--- src/rtl/rgb_pix_asm.sv ---
// WS2812b pixel assembler: turns per-bit strobes into GRB words on a one-entry valid/ready register.
// Optional RGB_PIX_ASM_RGBW_EN extracts a white channel (min of G,R,B) at load time.
module rgb_pix_asm #(
  parameter int BITS_PER_PIXEL = 24,
  parameter int PIX_IDX_WIDTH  = 10
) (
  input  logic                      clk,
  input  logic                      rst,
  input  logic                      bit_in,
  input  logic                      bit_strobe,
  input  logic                      bit_stream_reset,
  output logic [BITS_PER_PIXEL-1:0] pix_data,
  output logic [7:0]                pix_w,
  output logic [PIX_IDX_WIDTH-1:0]  pix_idx,
  output logic                      pix_first,
  output logic                      pix_valid,
  input  logic                      pix_ready,
  output logic                      overflow,
  output logic                      frame_err,
  input  logic                      err_clr
);

  localparam logic [0:0] ST_SYNC = 1'b0;
  localparam logic [0:0] ST_RUN  = 1'b1;
  localparam int CNT_W = $clog2(BITS_PER_PIXEL);
  localparam logic [CNT_W-1:0] LAST_BIT = CNT_W'(BITS_PER_PIXEL - 1);
  localparam logic [PIX_IDX_WIDTH-1:0] IDX_MAX = '1;

  logic [0:0]                state_q, state_d;
  logic [CNT_W-1:0]          bit_cnt_q, bit_cnt_d;
  logic [BITS_PER_PIXEL-2:0] shift_q, shift_d;
  logic [PIX_IDX_WIDTH-1:0]  frame_idx_q, frame_idx_d;
  logic                      first_q, first_d;
  logic [BITS_PER_PIXEL-1:0] pix_data_q, pix_data_d;
  logic [7:0]                pix_w_q, pix_w_d;
  logic [PIX_IDX_WIDTH-1:0]  pix_idx_q, pix_idx_d;
  logic                      pix_first_q, pix_first_d;
  logic                      pix_valid_q, pix_valid_d;
  logic                      overflow_q, overflow_d;
  logic                      frame_err_q, frame_err_d;

  logic                      bit_ev, srst_ev, word_ev, load_ev, drop_ev, ferr_set;
  logic [BITS_PER_PIXEL-1:0] word_data, load_data;
  logic [7:0]                load_w;

  always_comb begin
    bit_ev    = bit_strobe && !bit_stream_reset;
    srst_ev   = bit_strobe && bit_stream_reset;
    word_ev   = (state_q == ST_RUN) && bit_ev && (bit_cnt_q == LAST_BIT);
    word_data = {shift_q, bit_in};
    load_ev   = word_ev && (!pix_valid_q || pix_ready);
    drop_ev   = word_ev && pix_valid_q && !pix_ready;
  end

`ifdef RGB_PIX_ASM_RGBW_EN
  // White is the common floor of G, R and B; only the low 24 bits take part.
  logic [7:0] g_c, r_c, b_c, min_gr;
  always_comb begin
    g_c       = word_data[23:16];
    r_c       = word_data[15:8];
    b_c       = word_data[7:0];
    min_gr    = (g_c < r_c) ? g_c : r_c;
    load_w    = (min_gr < b_c) ? min_gr : b_c;
    load_data = word_data;
    load_data[23:0] = {g_c - load_w, r_c - load_w, b_c - load_w};
  end
`else
  always_comb begin
    load_w    = 8'd0;
    load_data = word_data;
  end
`endif

  always_comb begin
    state_d     = state_q;
    bit_cnt_d   = bit_cnt_q;
    shift_d     = shift_q;
    frame_idx_d = frame_idx_q;
    first_d     = first_q;
    ferr_set    = 1'b0;
    case (state_q)
      ST_SYNC: begin
        if (srst_ev) begin
          state_d     = ST_RUN;
          bit_cnt_d   = '0;
          shift_d     = '0;
          frame_idx_d = '0;
          first_d     = 1'b1;
        end
      end
      default: begin
        if (srst_ev) begin
          ferr_set    = (bit_cnt_q != '0);
          bit_cnt_d   = '0;
          shift_d     = '0;
          frame_idx_d = '0;
          first_d     = 1'b1;
        end else if (bit_ev) begin
          shift_d   = word_data[BITS_PER_PIXEL-2:0];
          bit_cnt_d = word_ev ? '0 : bit_cnt_q + 1'b1;
          if (word_ev) begin
            // Index advances for dropped words too so the consumer can see the gap.
            frame_idx_d = (frame_idx_q == IDX_MAX) ? frame_idx_q : frame_idx_q + 1'b1;
            first_d     = 1'b0;
          end
        end
      end
    endcase
  end

  always_comb begin
    pix_data_d  = pix_data_q;
    pix_w_d     = pix_w_q;
    pix_idx_d   = pix_idx_q;
    pix_first_d = pix_first_q;
    pix_valid_d = pix_valid_q;
    if (load_ev) begin
      pix_data_d  = load_data;
      pix_w_d     = load_w;
      pix_idx_d   = frame_idx_q;
      pix_first_d = first_q;
      pix_valid_d = 1'b1;
    end else if (pix_valid_q && pix_ready) begin
      pix_valid_d = 1'b0;
    end
    overflow_d  = (overflow_q && !err_clr) || drop_ev;
    frame_err_d = (frame_err_q && !err_clr) || ferr_set;
  end

  always_ff @(posedge clk) begin
    if (rst) begin
      state_q     <= ST_SYNC;
      bit_cnt_q   <= '0;
      shift_q     <= '0;
      frame_idx_q <= '0;
      first_q     <= 1'b0;
      pix_data_q  <= '0;
      pix_w_q     <= '0;
      pix_idx_q   <= '0;
      pix_first_q <= 1'b0;
      pix_valid_q <= 1'b0;
      overflow_q  <= 1'b0;
      frame_err_q <= 1'b0;
    end else begin
      state_q     <= state_d;
      bit_cnt_q   <= bit_cnt_d;
      shift_q     <= shift_d;
      frame_idx_q <= frame_idx_d;
      first_q     <= first_d;
      pix_data_q  <= pix_data_d;
      pix_w_q     <= pix_w_d;
      pix_idx_q   <= pix_idx_d;
      pix_first_q <= pix_first_d;
      pix_valid_q <= pix_valid_d;
      overflow_q  <= overflow_d;
      frame_err_q <= frame_err_d;
    end
  end

  assign pix_data  = pix_data_q;
  assign pix_w     = pix_w_q;
  assign pix_idx   = pix_idx_q;
  assign pix_first = pix_first_q;
  assign pix_valid = pix_valid_q;
  assign overflow  = overflow_q;
  assign frame_err = frame_err_q;

endmodule

--- config.mk ---
export PLATFORM = sky130hd
export DESIGN_NAME = rgb_pix_asm
export DESIGN_NICKNAME = d
export VERILOG_FILES = /design/src/rtl/rgb_pix_asm.sv
export SDC_FILE = /design/constraint.sdc
export NUM_CORES = 1
export LEC_CHECK = 0
export CAP_MARGIN = 20
export CORE_MARGIN = 2
export CORE_UTILIZATION = 35
export CTS_CLUSTER_SIZE = 20
export DETAILED_ROUTE_END_ITERATION = 10
export PLACE_DENSITY = 0.66
export SLEW_MARGIN = 20
export SYNTH_ARGS = -nofsm -noshare
export SYNTH_HDL_FRONTEND = slang
export SYNTH_SLANG_ARGS = --single-unit
--- constraint.sdc ---
create_clock -name clk -period 1.7 [get_ports clk]
set_input_delay 0.17 -clock clk [delete_from_list [all_inputs] [get_ports clk]]
set_output_delay 0.17 -clock clk [all_outputs]
set_load 0.02 [all_outputs]
==> results of run 1 <==
[final timing paths]
check / slack, ns / cells past startpoint / from / to
worst min-delay path: 0.25 / 2 / rst / pix_data[17]
worst min register to register: 0.48 / 2 / frame_err / frame_err
worst max-delay path: 0.04 / 8 / bit_cnt_q[0] / pix_idx[1]
worst max register to register: 0.04 / 8 / bit_cnt_q[0] / pix_idx[1]
[registers in the layout (all words and copies together) (netlist names)]
signal	cells
state_q	1
pix_first	1
frame_err	1
pix_data	24
overflow	1
first_q	1
pix_idx	10
shift_q	23
pix_valid	1
bit_cnt_q	5
frame_idx_q	10
[kinds of logic (layout without fill, tap and decap cells)]
group | count (synthesis) | count (layout)
AOI/OAI and AO/OA | 61 | 61
xor gates and xnor gates | 1 | 1
adders and majority gates | 3 | 3
buffers and inverters | 33 | 101
DFF | 78 | 78
muxes | 35 | 35
other | 1 | 8
and+or+nand+nor | 115 | 115
[power by group through the flow]
stage / clock network, mW / registers (mW) / logic [mW]
detailed placement: 0 / 1.88 / 0.160
global route: 1.59 / 1.84 / 0.184
floorplan: 0 / 1.88 / 0.113
global placement: 0 / 1.88 / 0.158
CTS: 1.53 / 1.84 / 0.163
finish: 1.47 / 1.84 / 0.167
[routing by layer]
metal,track usage (%),vias to the layer above,share of wire [%]
li1,-,1275,-
met1,18.1,1240,46
met2,24.6,69,49
met3,5.32,4,4.8
met4,4.74,0,0.86
met5,0,-,0
[through the flow]
stage	setup TNS, ns	std cells	total power, mW
4_1_cts	-0.00402	506	3.53
3_3_place_gp	-3.07	487	2.04
6_report	0	510	3.48
5_1_grt	-0.329	510	3.61
3_5_place_dp	-4.27	487	2.04
2_1_floorplan	0	334	1.99
[synth_stat cells, types with 2 or more instances]
library cell	count	area, sq um
o31ai_1	7	52.6
nand3_1	8	40.0
nor2_1	67	251
buf_6	2	22.5
a22oi_1	23	173
nor3_1	3	15.0
buf_4	13	97.6
nand2_1	8	30.0
dfxtp_1	78	1560
nor2b_1	2	12.5
or4_1	6	45.0
nand2b_1	3	18.8
o21ai_0	6	30.0
and4_4	2	22.5
inv_1	3	11.3
a21oi_1	16	80.1
mux2i_1	35	350
nand4_1	2	12.5
ha_1	3	37.5
nand3b_1	2	15.0
clkbuf_1	12	45.0
buf_2	3	15.0
[worst max-delay path, cell delays in order (launching register included)]
cell       delay (ns)
dfxtp_4          0.37
ha_4             0.16
buf_6            0.10
nand4b_1         0.13
nor3_2           0.15
buf_6            0.19
clkbuf_16        0.19
mux2i_1          0.18
nor2_1           0.05
[area by class of cell]
type	instances	area, sq um	share of cell area, %
inverter	3	11.3	0.269
timing repair buffer	82	805	19.2
sequential	78	1570	37.5
multi-input combinational	223	1450	34.6
clock inverter	4	53.8	1.29
tap	108	135	3.23
clock buffer	12	165	3.95
[repair_timing]
item / CTS / global route
pin swaps: 5 / 6
gates resized for setup: 6 / 9
endpoints found under the setup margin: 5 / 27
setup buffers: 3 / 2
hold buffers: 0 / 0
cloned: 0 / 2
==> impl_metrics.json, run 1 <==
{
  "min_period_over_period_pct": 97.5,
  "cp-start-kind": "flip-flop",
  "ys_warn_count": 0,
  "synth_compound_area_share_pct": 13.1,
  "finalCriticalPeriod_ns": 1.66,
  "final_cell_area_sq_um": 4190,
  "fin_util_pct": 48.2,
  "dr.pass1.iters": 4,
  "area_growth_syn_to_layout_pct": 34.0,
  "wirelength_mm": 7.06,
  "cts.path.max_buffers": 2,
  "p_clk_share_pct": 42.3,
  "layout_commonest_cell": "dfxtp_1",
  "synthFlopType": "dfxtp_1",
  "hold_viol": 0,
  "power.static_leakage_nw": 1.48,
  "synth-seq-cells": 78,
  "grt_setup_unrepaired": "true",
  "crit_fanout": 9,
  "antennaDiodeCount": 0,
  "drive_gt1_share_pct": 18.9,
  "worstPathArrival_ns": 1.88,
  "fillCellCount": 829,
  "dp_slack_ns": -0.144,
  "drv_slew": 0,
  "status": "finished, final reports clean",
  "antenna_found_initial": 0,
  "synthArstFlopShare_pct": 0,
  "die_area_sq_um": 9700,
  "layout_setup_ws_ns": 0.0428,
  "post_dp_cell_area_sq_um": 3820,
  "grt_overflow_total": 0,
  "power.share.sequential_pct": 52.9,
  "skew_ns": 0.00666,
  "ys_seq_area_share_pct": 50.0,
  "core_area_sq_um": 8680,
  "p_sw_mw": 0.785,
  "synth_top_family_by_area": "simple AND/OR/NAND/NOR gates",
  "hold_ws_ns": 0.253,
  "routedWlPerCell_um": 13.8,
  "vdd_drop_max_v": 0.000579,
  "dr.first_iter.drc_count": 162,
  "remaining_drc_errors": 0,
  "muxShareOfSynthArea_pct": 11.2,
  "cp.required_ns": 1.92,
  "cts_made_buffers": 9,
  "die_w_um": 98.5,
  "setup_viol": 0,
  "hpwl_mm": 4.67,
  "swShare_pct": 22.6,
  "syn_avg_cell_area_sq_um": 9.55,
  "die_h_um": 98.5,
  "synth_edf_count": 0,
  "cts_sinks": 78,
  "ioPinCount": 53,
  "grt_max_degree": 35,
  "final_nets": 407,
  "cp-end-kind": "flip-flop",
  "fmax_mhz": 603,
  "routed_via_density": 5.07,
  "yosys.area_share.simple_pct": 17.9,
  "grt_pass1_vias": 2530,
  "htreeDepth": 3,
  "grt_pass1_wl_mm": 11.7,
  "clock_latency_ns": 0.35,
  "initial_core_util_pct": 36.0,
  "p_int_mw": 2.70,
  "io_buffers": 44,
  "final_cell_mix": "dfxtp_1, nor2_1, clkdlybuf4s50_1, mux2i_1, buf_4",
  "synthAdderAreaFrac_pct": 1.20,
  "p_comb_share_pct": 4.8,
  "vias": 2588,
  "cts_tree": "yes",
  "powerDensity_nw_per_um2": 832,
  "path_class": "flip-flop to flip-flop",
  "synth_cell_types": 45,
  "synth_area_sq_um": 3120,
  "synth_xor_area_share_pct": 0.280,
  "clk_pin_slew_ns": 0.08,
  "rows": 34,
  "cts_root_buf": "clkbuf_8",
  "syn_inst": 327,
  "place_congestion": 0.824,
  "cap_viol_max_count": 0,
  "holdCritPathClass": "input port to flip-flop",
  "grt_usage_pct": 14.8,
  "ant_nets": 0
}
(Power assumes the default switching activity.)
==> inputs of run 2 (changes only) <==
--- a/config.mk
+++ b/config.mk
@@ -6,11 +6,12 @@
 export NUM_CORES = 1
 export LEC_CHECK = 0
 export CAP_MARGIN = 20
-export CORE_MARGIN = 2
+export CORE_MARGIN = 1.5
 export CORE_UTILIZATION = 35
 export CTS_CLUSTER_SIZE = 20
 export DETAILED_ROUTE_END_ITERATION = 10
 export PLACE_DENSITY = 0.66
+export SKIP_CTS_REPAIR_TIMING = 1
 export SLEW_MARGIN = 20
 export SYNTH_ARGS = -nofsm -noshare
 export SYNTH_HDL_FRONTEND = slang
==> run 2 against run 1 <==
Worst hold slack worse by 0.090 ns. Register-to-register slack got worse by 0.02 ns. Sequential power hardly changed. Wire length down 4.2%. Critical path depth decreased by 2. Sequential share of layout area rose by 0.91 points. Combinational power is essentially flat. First-iteration DRC count decreased by 59%. Critical endpoint is now frame_idx_q[5]. Largest cell class unchanged.
==> impl_metrics.json, run 2 (synthesis gave the netlist of run 1 again) <==
{
  "status": "finished, final reports clean",
  "setup_viol": 0,
  "ioPinCount": 53,
  "grt_max_degree": 28,
  "dr.pass1.iters": 4,
  "min_period_over_period_pct": 98.7,
  "cts_made_buffers": 9,
  "remaining_drc_errors": 0,
  "cpLargestDelayFamily": "compound AO/OA/AOI/OAI gates",
  "cts.path.max_buffers": 2,
  "dr.first_iter.drc_count": 67,
  "antenna_found_initial": 0,
  "cp.required_ns": 2.00,
  "initial_core_util_pct": 36.0,
  "clk_pin_slew_ns": 0.09,
  "final_cell_area_sq_um": 4090,
  "ant_nets": 0,
  "post_dp_cell_area_sq_um": 3790,
  "clock_latency_ns": 0.36,
  "cpMaxStageDelayCell": "or4_4",
  "core_area_sq_um": 8680,
  "critical_path.cell_chain": "ha_4, nand2_4, o31a_1, buf_6, or4_4, a21oi_2",
  "layout_commonest_cell": "dfxtp_1",
  "hold_start": "rst",
  "total_power_mw": 3.42,
  "grt_overflow_total": 0,
  "cts_root_buf": "clkbuf_8",
  "slowest_delay_ns": 0.41,
  "crit_start": "bit_cnt_q[0]",
  "largest_reg_flops": 24,
  "area_growth_syn_to_layout_pct": 30.8,
  "finalCriticalPeriod_ns": 1.68,
  "die_h_um": 97.5,
  "fmax_mhz": 596,
  "tns_ns": 0,
  "antennaDiodeCount": 0,
  "worstPathBufferInverterCount": 1,
  "hold_viol": 0,
  "holdCritPathClass": "input port to flip-flop",
  "grt_usage_pct": 14.0,
  "die_w_um": 97.5,
  "die_area_sq_um": 9500,
  "worstPathArrival_ns": 1.98,
  "grt_setup_unrepaired": "true",
  "io_buffers": 44,
  "rows": 34,
  "final_cell_mix": "dfxtp_1, nor2_1, clkdlybuf4s50_1, mux2i_1, buf_4",
  "hpwl_mm": 4.52,
  "crit_fanout": 6,
  "hold_ws_ns": 0.162,
  "drive_gt1_share_pct": 17.4,
  "cp-end-kind": "flip-flop",
  "path_class": "flip-flop to flip-flop",
  "cp-start-kind": "flip-flop",
  "skew_ns": 0.00981,
  "htreeDepth": 3,
  "grt_pass1_wl_mm": 11.0,
  "cap_viol_max_count": 0,
  "cts_tree": "yes",
  "cts_sinks": 78,
  "routed_via_density": 4.91,
  "place_congestion": 0.838,
  "powerDensity_nw_per_um2": 836,
  "r2r_start": "bit_cnt_q[0]",
  "drv_slew": 0,
  "wirelength_mm": 6.77,
  "grt_pass1_vias": 2334,
  "routedWlPerCell_um": 13.4,
  "vias": 2475,
  "final_nets": 401,
  "vdd_drop_max_v": 0.000401,
  "power.static_leakage_nw": 1.42
}
run 2: area by class of cell:
type | instances | area [sq um]
Inverter | 3 | 11.3
Tap cell | 108 | 135
Clock inverter | 6 | 70.1
Timing Repair Buffer | 75 | 709
Clock buffer | 10 | 128
Multi-Input combinational cell | 224 | 1470
Fill cell | 841 | 4590
Sequential cell | 78 | 1570
run 2: final timing paths:
kind | to | slack [ns] | cells after the start
worst max-delay path | frame_idx_q[5] | 0.02 | 6
worst min-delay path | pix_data[17] | 0.16 | 2
worst max register to register | frame_idx_q[5] | 0.02 | 6
worst min register to register | frame_err | 0.48 | 2
run 2: where the power goes:
group          internal (mW)  switching [mW]
Sequential              1.83         0.00839
Combinational         0.0664           0.103
Clock                  0.689           0.717
run 2: metal layers:
layer  track usage (%)  share of wire, %
met1              18.0                48
met2              22.5                47
met3              3.31               3.0
met4              6.04               2.0
met5                 0                 0
run 2: through the flow:
stage	setup slack [ns]	cells	utilization, %
finish	0.0224	504	47.1
global route	-0.0562	504	47.1
CTS	-0.0521	499	46.0
detailed placement	-0.200	483	43.7
global placement	-0.176	483	43.7
floorplan	0.00471	334	-
==> inputs of run 3 (changes only) <==
--- a/config.mk
+++ b/config.mk
@@ -12,7 +12,7 @@
 export DETAILED_ROUTE_END_ITERATION = 10
 export PLACE_DENSITY = 0.66
 export SKIP_CTS_REPAIR_TIMING = 1
-export SLEW_MARGIN = 20
+export SKIP_LAST_GASP = 1
 export SYNTH_ARGS = -nofsm -noshare
 export SYNTH_HDL_FRONTEND = slang
 export SYNTH_SLANG_ARGS = --single-unit
==> run 3 against run 2 <==
Cell count is the same. Wire length grew 0.25%. Core utilization is the same. Flip-flop and latch count is the same. Die area is the same. Final area is the same. Combinational power is essentially flat. Critical path type unchanged. Critical endpoint unchanged. Largest cell class unchanged. Largest power group unchanged.
==> impl_metrics.json, run 3 (synthesis gave the netlist of run 1 again) <==
{
  "status": "finished, final reports clean",
  "die_h_um": 97.5,
  "critical_path.cell_chain": "ha_4, nand2_4, o31a_1, buf_6, or4_4, a21oi_2",
  "cp.required_ns": 2.00,
  "antennaDiodeCount": 0,
  "cts_root_buf": "clkbuf_8",
  "cts_made_buffers": 9,
  "holdCritPathClass": "input port to flip-flop",
  "final_cell_area_sq_um": 4090,
  "die_area_sq_um": 9500,
  "p_sw_mw": 0.829,
  "rows": 34,
  "power.static_leakage_nw": 1.42,
  "vdd_drop_max_v": 0.000401,
  "dr.pass1.iters": 4,
  "powerDensity_nw_per_um2": 836,
  "cpMaxStageDelayCell": "or4_4",
  "tns_ns": 0,
  "grt_usage_pct": 14.0,
  "final_cell_mix": "dfxtp_1, nor2_1, clkdlybuf4s50_1, mux2i_1, buf_4",
  "p_int_mw": 2.59,
  "grt_setup_unrepaired": "true",
  "setup_viol": 0,
  "multiInputGateArea_sq_um": 1470,
  "htreeDepth": 3,
  "dr.first_iter.drc_count": 75,
  "ff_latch_area_sq_um": 1570,
  "routed_via_density": 4.93,
  "place_congestion": 0.838,
  "finalCriticalPeriod_ns": 1.68,
  "drv_slew": 0,
  "p_clk_share_pct": 41.2,
  "min_period_over_period_pct": 98.9,
  "grt_pass1_vias": 2334,
  "antenna_found_initial": 0,
  "cp-start-kind": "flip-flop",
  "drive_gt1_share_pct": 17.4,
  "cts_sinks": 78,
  "grt_overflow_total": 0,
  "hold_ws_ns": 0.162,
  "core_area_sq_um": 8680,
  "initial_core_util_pct": 36.0,
  "worstPathArrival_ns": 1.98,
  "cp-end-kind": "flip-flop",
  "power.share.sequential_pct": 53.9,
  "hold_viol": 0,
  "path_class": "flip-flop to flip-flop",
  "remaining_drc_errors": 0,
  "grt_pass1_wl_mm": 11.0,
  "area_growth_syn_to_layout_pct": 30.8,
  "clock_latency_ns": 0.36,
  "swShare_pct": 24.3,
  "io_buffers": 44,
  "fmax_mhz": 595,
  "final_nets": 401,
  "routedWlPerCell_um": 13.5,
  "largest_reg_flops": 24,
  "cap_viol_max_count": 0,
  "cts_tree": "yes",
  "skew_ns": 0.00981,
  "hpwl_mm": 4.52,
  "total_power_mw": 3.42,
  "p_comb_share_pct": 5.0,
  "crit_fanout": 6,
  "die_w_um": 97.5,
  "grt_max_degree": 28,
  "cts.path.max_buffers": 2,
  "layout_commonest_cell": "dfxtp_1",
  "post_dp_cell_area_sq_um": 3790,
  "fin_util_pct": 47.1,
  "fillCellCount": 841,
  "slowest_delay_ns": 0.41,
  "clk_pin_slew_ns": 0.09,
  "wirelength_mm": 6.78,
  "ant_nets": 0,
  "vias": 2487,
  "ioPinCount": 53
}
-- run 3: layout make-up --
type | count | area share [%]
multi-input cells | 224 | 35.9
well taps | 108 | 3.31
clock inverters | 6 | 1.71
flip-flops and latches | 78 | 38.4
repair buffers | 75 | 17.4
clock buffers | 10 | 3.12
inverters | 3 | 0.276
-- run 3: worst max-delay path: cells and delay by family, from the launching register on --
family,cells,cell delay (ns)
simple gates,2,0.46
compound gates,2,0.49
fa+ha+maj,1,0.14
buf+inv,1,0.16
flops,1,0.36
-- run 3: metrics by stage --
step	setup slack [ns]	std cells
finish	0.0180	504
global route	-0.0567	504
CTS	-0.0521	499
detailed placement	-0.200	483
global placement	-0.176	483
floorplan	0.00471	334
-- run 3: final timing paths --
check / to / cells after the start / start / slack, ns
worst min-delay path: pix_data[17] / 2 / rst / 0.16
worst max-delay path: frame_idx_q[5] / 6 / bit_cnt_q[0] / 0.02
worst max register to register: frame_idx_q[5] / 6 / bit_cnt_q[0] / 0.02
worst min register to register: frame_err / 2 / frame_err / 0.48
-- run 3: layer usage --
layer / GRT usage, % / share of wire (%) / vias up
met2: 22.5 / 47 / 49
met3: 3.31 / 3.2 / 10
met4: 6.04 / 2.0 / 0
met5: 0 / 0 / -
met1: 18.0 / 48 / 1159
li1: - / - / 1269
-- run 3: power by group through the flow --
stage	combinational [mW]	sequential [mW]	clock [mW]
after floorplan	0.113	1.88	0
after global placement	0.157	1.88	0
after detailed placement	0.161	1.88	0
after CTS	0.161	1.84	1.44
after global routing	0.186	1.84	1.52
final	0.170	1.84	1.41
